===== src/rtl/pc_seq_pkg.sv =====
// Shared types and defaults for the next-PC sequencer.
// State encoding, redirect priority codes and boot/exception addresses.
package pc_seq_pkg;

  localparam logic [31:0] RESET_PC_DEF   = 32'h0000_3000;
  localparam logic [31:0] EXC_VECTOR_DEF = 32'h0000_4180;

  typedef enum logic [1:0] {
    ST_BOOT  = 2'd0,
    ST_FETCH = 2'd1,
    ST_WAIT  = 2'd2,
    ST_HOLD  = 2'd3
  } state_e;

  // Higher code wins; the pending entry keeps its code for later compares.
  typedef enum logic [2:0] {
    RD_NONE = 3'd0,
    RD_BR   = 3'd1,
    RD_JR   = 3'd2,
    RD_ERET = 3'd3,
    RD_EXC  = 3'd4
  } redir_e;

  typedef struct packed {
    redir_e      code;
    logic [31:0] addr;
  } redir_t;

  // Sequential successor; wraps naturally at 2^32.
  function automatic logic [31:0] pc_inc(input logic [31:0] pc);
    return pc + 32'd4;
  endfunction

endpackage


===== src/rtl/pc_sequencer_if.sv =====
// Bus between the next-PC sequencer and the rest of the pipeline.
// PC_ALIGN_CHECK_EN adds the adel (misaligned fetch target) flag.
interface pc_sequencer_if;
  logic [31:0] pc_cur;
  logic        hazard_stall;
  logic        br_valid;
  logic [31:0] br_target;
  logic        jr_valid;
  logic [31:0] jr_target;
  logic        exc_req;
  logic        eret_req;
  logic [31:0] epc;
  logic        imem_ready;
  logic [31:0] pc_next;
  logic        pc_stall;
  logic        fetch_req;
  logic        redirect_pending;
`ifdef PC_ALIGN_CHECK_EN
  logic        adel;
`endif

  // Sequencer side.
  modport master (
`ifdef PC_ALIGN_CHECK_EN
    output adel,
`endif
    input  pc_cur, hazard_stall, br_valid, br_target, jr_valid, jr_target,
    input  exc_req, eret_req, epc, imem_ready,
    output pc_next, pc_stall, fetch_req, redirect_pending
  );

  // Pipeline / memory side.
  modport slave (
`ifdef PC_ALIGN_CHECK_EN
    input  adel,
`endif
    output pc_cur, hazard_stall, br_valid, br_target, jr_valid, jr_target,
    output exc_req, eret_req, epc, imem_ready,
    input  pc_next, pc_stall, fetch_req, redirect_pending
  );
endinterface


===== src/rtl/redirect_sel.sv =====
// Combinational priority mux over the live redirect requests.
// exc > eret > jr > br; returns RD_NONE when nothing is asserted.
module redirect_sel
  import pc_seq_pkg::*;
#(
  parameter logic [31:0] EXC_VECTOR = EXC_VECTOR_DEF
) (
  input  logic        i_exc_req,
  input  logic        i_eret_req,
  input  logic [31:0] i_epc,
  input  logic        i_jr_valid,
  input  logic [31:0] i_jr_target,
  input  logic        i_br_valid,
  input  logic [31:0] i_br_target,
  output redir_t      o_sel
);

  // Fixed-priority pick of the winning redirect.
  always_comb begin
    o_sel = '{code: RD_NONE, addr: 32'd0};
    if (i_exc_req)       o_sel = '{code: RD_EXC,  addr: EXC_VECTOR};
    else if (i_eret_req) o_sel = '{code: RD_ERET, addr: i_epc};
    else if (i_jr_valid) o_sel = '{code: RD_JR,   addr: i_jr_target};
    else if (i_br_valid) o_sel = '{code: RD_BR,   addr: i_br_target};
  end

endmodule


===== src/rtl/pc_sequencer.sv =====
// Next-PC controller: picks the PC register input, freezes it while fetch or
// hazards block, and parks one redirect that arrives while frozen.
// Optional: PC_ALIGN_CHECK_EN turns misaligned targets into an exception.
module pc_sequencer
  import pc_seq_pkg::*;
#(
  parameter logic [31:0] RESET_PC   = RESET_PC_DEF,
  parameter logic [31:0] EXC_VECTOR = EXC_VECTOR_DEF
) (
  input  logic           clk,
  input  logic           reset,
  pc_sequencer_if.master bus
);

  state_e      r_state;
  logic        r_pend_valid;
  logic [31:0] r_pend_addr;
  redir_e      r_pend_code;

  redir_t      w_live;
  logic        w_adv;
  logic        w_fetch;
  logic        w_take;
  logic [31:0] w_cand;
  logic [31:0] w_pc_next;
  logic        w_adel;

  redirect_sel #(.EXC_VECTOR(EXC_VECTOR)) u_sel (
    .i_exc_req   (bus.exc_req),
    .i_eret_req  (bus.eret_req),
    .i_epc       (bus.epc),
    .i_jr_valid  (bus.jr_valid),
    .i_jr_target (bus.jr_target),
    .i_br_valid  (bus.br_valid),
    .i_br_target (bus.br_target),
    .o_sel       (w_live)
  );

  // Per-state fetch request and the "PC advances this cycle" condition.
  always_comb begin
    w_adv   = 1'b0;
    w_fetch = 1'b0;
    case (r_state)
      ST_FETCH: begin
        w_fetch = 1'b1;
        w_adv   = bus.imem_ready && !bus.hazard_stall;
      end
      ST_WAIT: w_fetch = 1'b1;
      default: ;
    endcase
  end

  // Candidate target: live redirect first, then the parked one, then PC+4.
  // A live request replaces the parked one only at equal or higher rank;
  // exc carries the top code so it always wins.
  always_comb begin
    if (w_live.code != RD_NONE) w_cand = w_live.addr;
    else if (r_pend_valid)      w_cand = r_pend_addr;
    else                        w_cand = pc_inc(bus.pc_cur);
    w_take = !w_adv && (w_live.code != RD_NONE) &&
             (!r_pend_valid || (w_live.code >= r_pend_code));
  end

  // Final PC register input; BOOT (and reset) always shows the boot address.
  always_comb begin
    w_adel    = 1'b0;
    w_pc_next = (r_state == ST_BOOT) ? RESET_PC : w_cand;
`ifdef PC_ALIGN_CHECK_EN
    if (w_adv && (w_cand[1:0] != 2'b00)) begin
      w_pc_next = EXC_VECTOR;
      w_adel    = 1'b1;
    end
`endif
  end

  assign bus.pc_next          = w_pc_next;
  assign bus.pc_stall         = !w_adv;
  assign bus.fetch_req        = w_fetch;
  assign bus.redirect_pending = r_pend_valid;
`ifdef PC_ALIGN_CHECK_EN
  assign bus.adel             = w_adel;
`else
  logic w_unused_adel;
  assign w_unused_adel = w_adel;
`endif

  // Fetch handshake FSM.
  always_ff @(posedge clk or negedge reset) begin
    if (!reset) begin
      r_state <= ST_BOOT;
    end else begin
      case (r_state)
        ST_BOOT:  r_state <= ST_FETCH;
        ST_FETCH: if (!bus.imem_ready)      r_state <= ST_WAIT;
                  else if (bus.hazard_stall) r_state <= ST_HOLD;
        ST_WAIT:  if (bus.imem_ready)
                    r_state <= bus.hazard_stall ? ST_HOLD : ST_FETCH;
        ST_HOLD:  if (!bus.hazard_stall)     r_state <= ST_FETCH;
        default:  r_state <= ST_BOOT;
      endcase
    end
  end

  // Parked redirect: consumed on the advancing edge, captured while frozen.
  always_ff @(posedge clk or negedge reset) begin
    if (!reset) begin
      r_pend_valid <= 1'b0;
      r_pend_addr  <= 32'd0;
      r_pend_code  <= RD_NONE;
    end else if (w_adv) begin
      r_pend_valid <= 1'b0;
      r_pend_code  <= RD_NONE;
    end else if (w_take) begin
      r_pend_valid <= 1'b1;
      r_pend_addr  <= w_live.addr;
      r_pend_code  <= w_live.code;
    end
  end

endmodule


===== src/flat_wrapper.sv =====
// flat-port wrapper written by rule: the top's interface ports become plain ports
module pc_sequencer_flat import pc_seq_pkg::*;
#(
  parameter logic [31:0] RESET_PC   = RESET_PC_DEF,
  parameter logic [31:0] EXC_VECTOR = EXC_VECTOR_DEF
)
  (clk, reset, bus_pc_cur, bus_hazard_stall, bus_br_valid, bus_br_target, bus_jr_valid, bus_jr_target, bus_exc_req, bus_eret_req, bus_epc, bus_imem_ready, bus_pc_next, bus_pc_stall, bus_fetch_req, bus_redirect_pending);
  pc_sequencer_if bus_i ();
  input  logic clk;
  input  logic reset;
  input wire logic [$bits(bus_i.pc_cur)-1:0] bus_pc_cur;
  input wire logic [$bits(bus_i.hazard_stall)-1:0] bus_hazard_stall;
  input wire logic [$bits(bus_i.br_valid)-1:0] bus_br_valid;
  input wire logic [$bits(bus_i.br_target)-1:0] bus_br_target;
  input wire logic [$bits(bus_i.jr_valid)-1:0] bus_jr_valid;
  input wire logic [$bits(bus_i.jr_target)-1:0] bus_jr_target;
  input wire logic [$bits(bus_i.exc_req)-1:0] bus_exc_req;
  input wire logic [$bits(bus_i.eret_req)-1:0] bus_eret_req;
  input wire logic [$bits(bus_i.epc)-1:0] bus_epc;
  input wire logic [$bits(bus_i.imem_ready)-1:0] bus_imem_ready;
  output wire logic [$bits(bus_i.pc_next)-1:0] bus_pc_next;
  output wire logic [$bits(bus_i.pc_stall)-1:0] bus_pc_stall;
  output wire logic [$bits(bus_i.fetch_req)-1:0] bus_fetch_req;
  output wire logic [$bits(bus_i.redirect_pending)-1:0] bus_redirect_pending;
  assign bus_i.pc_cur = bus_pc_cur;
  assign bus_i.hazard_stall = bus_hazard_stall;
  assign bus_i.br_valid = bus_br_valid;
  assign bus_i.br_target = bus_br_target;
  assign bus_i.jr_valid = bus_jr_valid;
  assign bus_i.jr_target = bus_jr_target;
  assign bus_i.exc_req = bus_exc_req;
  assign bus_i.eret_req = bus_eret_req;
  assign bus_i.epc = bus_epc;
  assign bus_i.imem_ready = bus_imem_ready;
  assign bus_pc_next = bus_i.pc_next;
  assign bus_pc_stall = bus_i.pc_stall;
  assign bus_fetch_req = bus_i.fetch_req;
  assign bus_redirect_pending = bus_i.redirect_pending;
  pc_sequencer #(.RESET_PC(RESET_PC), .EXC_VECTOR(EXC_VECTOR)) u_core (.clk(clk), .reset(reset), .bus(bus_i));
endmodule

===== config.mk =====
export PLATFORM = sky130hd
export DESIGN_NAME = pc_sequencer_flat
export DESIGN_NICKNAME = d
export VERILOG_FILES = /design/src/rtl/pc_seq_pkg.sv /design/src/rtl/pc_sequencer_if.sv /design/src/rtl/redirect_sel.sv /design/src/rtl/pc_sequencer.sv /design/src/flat_wrapper.sv
export SDC_FILE = /design/constraint.sdc
export NUM_CORES = 1
export LEC_CHECK = 0
export BUFFER_PORTS_ARGS = -buffer_cell sky130_fd_sc_hd__buf_2
export CAP_MARGIN = 20
export CORE_MARGIN = 5
export CORE_UTILIZATION = 49
export CTS_BUF_LIST = sky130_fd_sc_hd__clkbuf_4 sky130_fd_sc_hd__clkbuf_8
export DETAILED_ROUTE_END_ITERATION = 16
export PLACE_DENSITY_LB_ADDON = 0.05
export SYNTH_ARGS = -nofsm -noshare
export SYNTH_HDL_FRONTEND = slang
export SYNTH_SLANG_ARGS = --single-unit

===== constraint.sdc =====
create_clock -name clk -period 2.7 [get_ports clk]
set_input_delay 0.405 -clock clk [delete_from_list [all_inputs] [get_ports clk]]
set_output_delay 0.405 -clock clk [all_outputs]
set_load 0.01 [all_outputs]

## After elaboration in Yosys (flattened, before gate mapping)

Cells that the tools add are included.

- Flip-flop bits (word level): 38
- Bits in latches: 0
- Bits in writable memories: 0
- Bits in read-only memories: 0
- Output and inout bits: 35
- Memories: 0

- Add/sub/neg operators: 1
- Multiply operators: 0
- Divide/modulo/power cells: 0
- $lt $le $gt $ge: 1
- Eq/ne operators: 6
- Shifts and indexed selects: 0
- Mux-type cells: 19
- Bitwise operators: 1
- Reductions and logical operators: 13

Operators by type and width:

| cell | number |
|---|---|
| $mux 35 | 3 |
| $mux 32 | 3 |
| $mux 33 | 1 |
| $add 32x3->32 const B | 1 |
| $mux 2 | 5 |
| $pmux 2 s4 | 1 |
| $mux 3 | 2 |
| $eq 2x2->1 const B | 2 |
| $mux 1 | 4 |
| $ne 2x2->1 const B | 2 |
| $ge 3x3->1 | 1 |
| $logic_and 1x1->1 | 3 |
| $logic_not 1->1 | 3 |
| $ne 3x3->1 const B | 1 |
| $reduce_and 3->1 | 1 |
| $reduce_bool 3->1 | 1 |
| $eq 2x1->1 const B | 1 |
| $logic_not 2->1 | 1 |
| $reduce_and 2->1 | 1 |
| $reduce_bool 2->1 | 1 |
| $reduce_or 2->1 | 1 |
| $logic_or 1x1->1 | 1 |
| $not 1->1 | 1 |

## Logic depth before layout (Yosys ltp)

- Word-level depth: 9
- Depth in mapped cells: 12
- Depth with buffers taken out: 8

## Cells and area by module

Synthesis repeated with hierarchy kept, for this count alone.

- Cell total of the unflattened synthesis: 500
- Area, all modules: 4261.6 µm²

By module, submodules not included:

| module | times used | cells each | area each (µm²) | seq. area each (µm²) |
|---|---|---|---|---|
| pc_sequencer | 1 | 343 | 2929.1 | 950.9 |
| redirect_sel | 1 | 157 | 1332.5 | 0.0 |

## Least setup slack after synthesis

No wires, ideal clock.

- Kind: input-to-reg
- Start: input port bus_eret_req
- End: register u_core.r_pend_addr[0]
- Library setup time: 0.125 ns
- Data arrival time: 2.711 ns
- Required time: 2.575 ns
- Path slack: -0.136 ns
- Stages: 11
- Cell sequence: buf_2 > buf_2 > buf_1 > o21ai_0 > ha_1 > nand2b_1 > a21oi_1 > nor2b_1 > o311ai_4 > buf_6 > mux2_2

- Word-level cells in the longest chain between the ends: 6
- Elaborated cells between the ends (all ways): 8

Ends and longest elaborated chain:

| item | line | text |
|---|---|---|
| start, declared | flat_wrapper.sv:18 | `input wire logic [$bits(bus_i.eret_req)-1:0] bus_eret_req;` |
| $mux 35 * | redirect_sel.sv:22 | `else if (i_eret_req) o_sel = '{code: RD_ERET, addr: i_epc};` |
| $mux 35 * | redirect_sel.sv:21 | `if (i_exc_req) o_sel = '{code: RD_EXC, addr: EXC_VECTOR};` |
| $ge 3x3->1 or $reduce_bool 3->1 (tied branches) | pc_sequencer.sv:61, pc_sequencer.sv:60 |  |
| $logic_or 1x1->1 or $logic_and 1x1->1 (tied branches) | pc_sequencer.sv:61, pc_sequencer.sv:60 |  |
| $logic_and 1x1->1 | pc_sequencer.sv:60 | `w_take = !w_adv && (w_live.code != RD_NONE) &&` |
| $reduce_and 2->1 (no line) | -- |  |
| end signal, assigned | pc_sequencer.sv:115 | `r_pend_addr <= w_live.addr;` |
| end, declared | pc_sequencer.sv:17 | `logic [31:0] r_pend_addr;` |

Mark *: on every way between the ends. The rest lies on a longest branch, timed or not.
A chain may end at the register's enable or synchronous reset.

## Final worst setup path

- Start: register u_core.r_state[0]
- End: output port bus_pc_next[17]

- Word-level cells in the longest chain between the ends: 2

Ends and longest elaborated chain:

| item | line | text |
|---|---|---|
| start, declared | pc_sequencer.sv:15 | `state_e r_state;` |
| start signal, assigned | pc_sequencer.sv:97 | `r_state <= bus.hazard_stall ? ST_HOLD : ST_FETCH;` |
| $logic_not 2->1 | pc_sequencer.sv:67 | `w_pc_next = (r_state == ST_BOOT) ? RESET_PC : w_cand;` |
| $mux 32 | pc_sequencer.sv:67 |  |
| end, declared | flat_wrapper.sv:21 | `output wire logic [$bits(bus_i.pc_next)-1:0] bus_pc_next;` |

No other way between the ends.

==> flow_summary.ini <==
[setup_path]
cp_max_fo = 11
critPathLaunchType = flop
r2r-start = u_core.r_pend_code[0]
cp-end-kind = output port
critPathSlowestCell = or3_4
reg2regPathDepth = 8
worstPathCellList = inv_1 > ha_1 > or2_4 > or3_4 > o221ai_1 > buf_2
cp.required_ns = 2.30
cp_data_arrival_time_ns = 2.12
worst-path-buf-inv = 2
cp_slowest_stage_delay_ns = 0.41
critical_path_class = reg -> out
r2r_end = u_core.r_pend_addr[10]
reg2reg_slack_ns = 0.56
cp_top_family = simple AND/OR/NAND/NOR gates

[global_routing]
grt.overflow.total = 0
antenna_found_initial = 0
grt_max_degree = 39
grt_pass1_wl_um = 18800
grt_pass1_vias = 3907
track_usage_pct = 26.3

[timing]
hold_viol = 0
tns_ns = 0
setup_viol = 0
fmax_ghz = 0.396
drv_slew = 0
layout_min_cycle_time_ns = 2.53
finClkSkew_ns = 0.00609
worst_pin_slew_ns = 0.904
relSlewSlack_pct = 39.7
period_share_pct = 93.6
rsz0062_at_grt = false

[detailed_routing]
post_drt_via_cell_ratio = 5.73
routed_wl_um = 11900
final_antenna_net_count = 0
wl_per_cell_um = 17.2
drc_errors = 0
drtIter0Drc = 255
first_pass_iters = 5
via_count = 3966

[pwr]
switchingPower_mw = 1.16
p_per_area_mw_per_mm2 = 643
power_mw = 3.01
seq_power_share_pct = 30.7
max-vdd-ir-drop_uv = 398
power_switching_share_pct = 38.3
p_int_mw = 1.86
power_leakage_nw = 2.27
share_clk_of_total_power_pct = 16.5
combPwrFrac_pct = 52.8

[layout]
multiInputGateArea_mm2 = 0.00237
nFillCells = 645
register_area_um2 = 951
fin_nets = 736
diodes = 0
drive_above_1_share_pct = 39.8
syn_to_final_growth_pct = 31.8
fin_cells = 692

[synthesis]
postSynthAreaPerCell_um2 = 8.41
asyncSetResetFlopFracSynth_pct = 100
yosysMostFrequentCell = nor2_1
synthFlopType = dfrtp_1
synth_top_cell_area_share_pct = 26.7
yosys.area.top_type = dfrtp_1
yosysUniqueCellTypes = 54
yosys_warnings = 0
ys_top_cells_by_count = nor2_1 (39), dfrtp_1 (38), nand2_1 (32), a21oi_1 (25), inv_1 (22)
yosys-top-cells-area = dfrtp_1 (27%), mux2_2 (5.7%), xor2_1 (5.2%)
synth_cells = 423
yosysSeqAreaShare_pct = 26.7
synth-edff-count = 0
syn_nets = 567
yosys_register_bits = 38
syn-cell-area_mm2 = 0.00356

[clock_tree]
cts-resized-gates = 1
post_cts_buffers = 0
htreeDepth = 2
cts-hold-fix-buffers = 0
cts_tree = yes
cts.sinks = 38
root_buffer = clkbuf_8
clk_pin_slew_worst_paths_ns = 0.07
cts_buffers = 5
clock_latency_ns = 0.29
clk_path_buf_depth = 2

[placement]
place_inst = 684
hpwl_um = 9600
gp_congestion = 0.868
numPortBuffers = 170

[floorplan]
die_area_mm2 = 0.00906
ios = 171
die_width_um = 95.2
fp.dieH_um = 95.2
fp-row-count = 31
core-area_mm2 = 0.00718
start_util_pct = 49.6

[job]
maxCapViolations = 0

[min_path]
hp-class = in -> async

[outcome]
status = finished clean
## stage by stage
| stage | area, um2 | util, % | hold WS [ns] | setup WS, ns |
|---|---|---|---|---|
| after floorplan | 3560 | - | 0.109 | 0.0154 |
| after global routing | 4690 | 65.3 | 0.323 | 0.0976 |
| after CTS | 4680 | 65.3 | 0.255 | 0.0851 |
| final | 4690 | 65.3 | 0.245 | 0.172 |
| after global placement | 4570 | 63.6 | 0.470 | 0.237 |
| after detailed placement | 4570 | 63.6 | 0.484 | 0.116 |
## area by class of cell
| cell class | instances | area share [%] |
|---|---|---|
| sequential | 38 | 20.3 |
| multi-input combinational | 331 | 50.6 |
| tap | 99 | 2.64 |
| clock inverter | 1 | 0.641 |
| timing repair buffer | 194 | 22.3 |
| inverter | 22 | 1.76 |
| clock buffer | 7 | 1.79 |
## flip-flops by register name, indices dropped and copies added (netlist names)
signal                       flops
u_core.bus.redirect_pending      1
u_core.r_pend_code               3
u_core.r_state                   2
u_core.r_pend_addr              32
## power groups by stage
stage / Clock (mW) / Sequential (mW) / Combinational (mW)
floorplan: 0 / 0.891 / 1.08
global placement: 0 / 0.923 / 1.54
detailed placement: 0 / 0.934 / 1.58
CTS: 0.505 / 0.922 / 1.59
global route: 0.532 / 0.954 / 1.74
finish: 0.498 / 0.924 / 1.59
## per-layer routing
| layer | track usage (%) | up-vias | wire (um) |
|---|---|---|---|
| met5 | 0 | - | 0 |
| li1 | - | 1919 | - |
| met2 | 42.6 | 157 | 5510 |
| met1 | 36.5 | 1874 | 5320 |
| met4 | 6.25 | 0 | 163 |
| met3 | 4.26 | 16 | 939 |
## worst max-delay path by stage
| stage | from | endpoint | slack (ns) | cells past startpoint |
|---|---|---|---|---|
| final | u_core.r_state[0] | bus_pc_next[17] | 0.17 | 6 |
| after global routing | u_core.r_state[0] | bus_pc_next[17] | 0.1 | 6 |
| after global placement | bus_br_valid | u_core.r_pend_addr[9] | 0.24 | 11 |
| after CTS | u_core.r_state[0] | bus_pc_next[17] | 0.09 | 6 |
| after detailed placement | bus_br_valid | u_core.r_pend_addr[10] | 0.12 | 11 |
| after floorplan | bus_jr_valid | u_core.r_pend_addr[0] | 0.02 | 12 |
## cell usage in the layout (no fill, tap or decap), drive strengths merged, types with 16 or more instances in the layout
master  instances
o21ai          16
a221oi         19
nor3           17
nand2          32
dfrtp          38
buf           194
nor2           40
a21oi          25
inv            22
o211ai         16
xor2           21
mux2           25
## cell families after synthesis
kind of cell	count (synthesis)	share of synthesized area, %
and+or+nand+nor	132	19.6
muxes	38	11.6
AOI/OAI and AO/OA	126	25.8
adders and majority gates	8	2.82
buffers and inverters	54	6.83
DFF	38	26.7
xor gates and xnor gates	27	6.65
(Power assumes the default switching activity.)
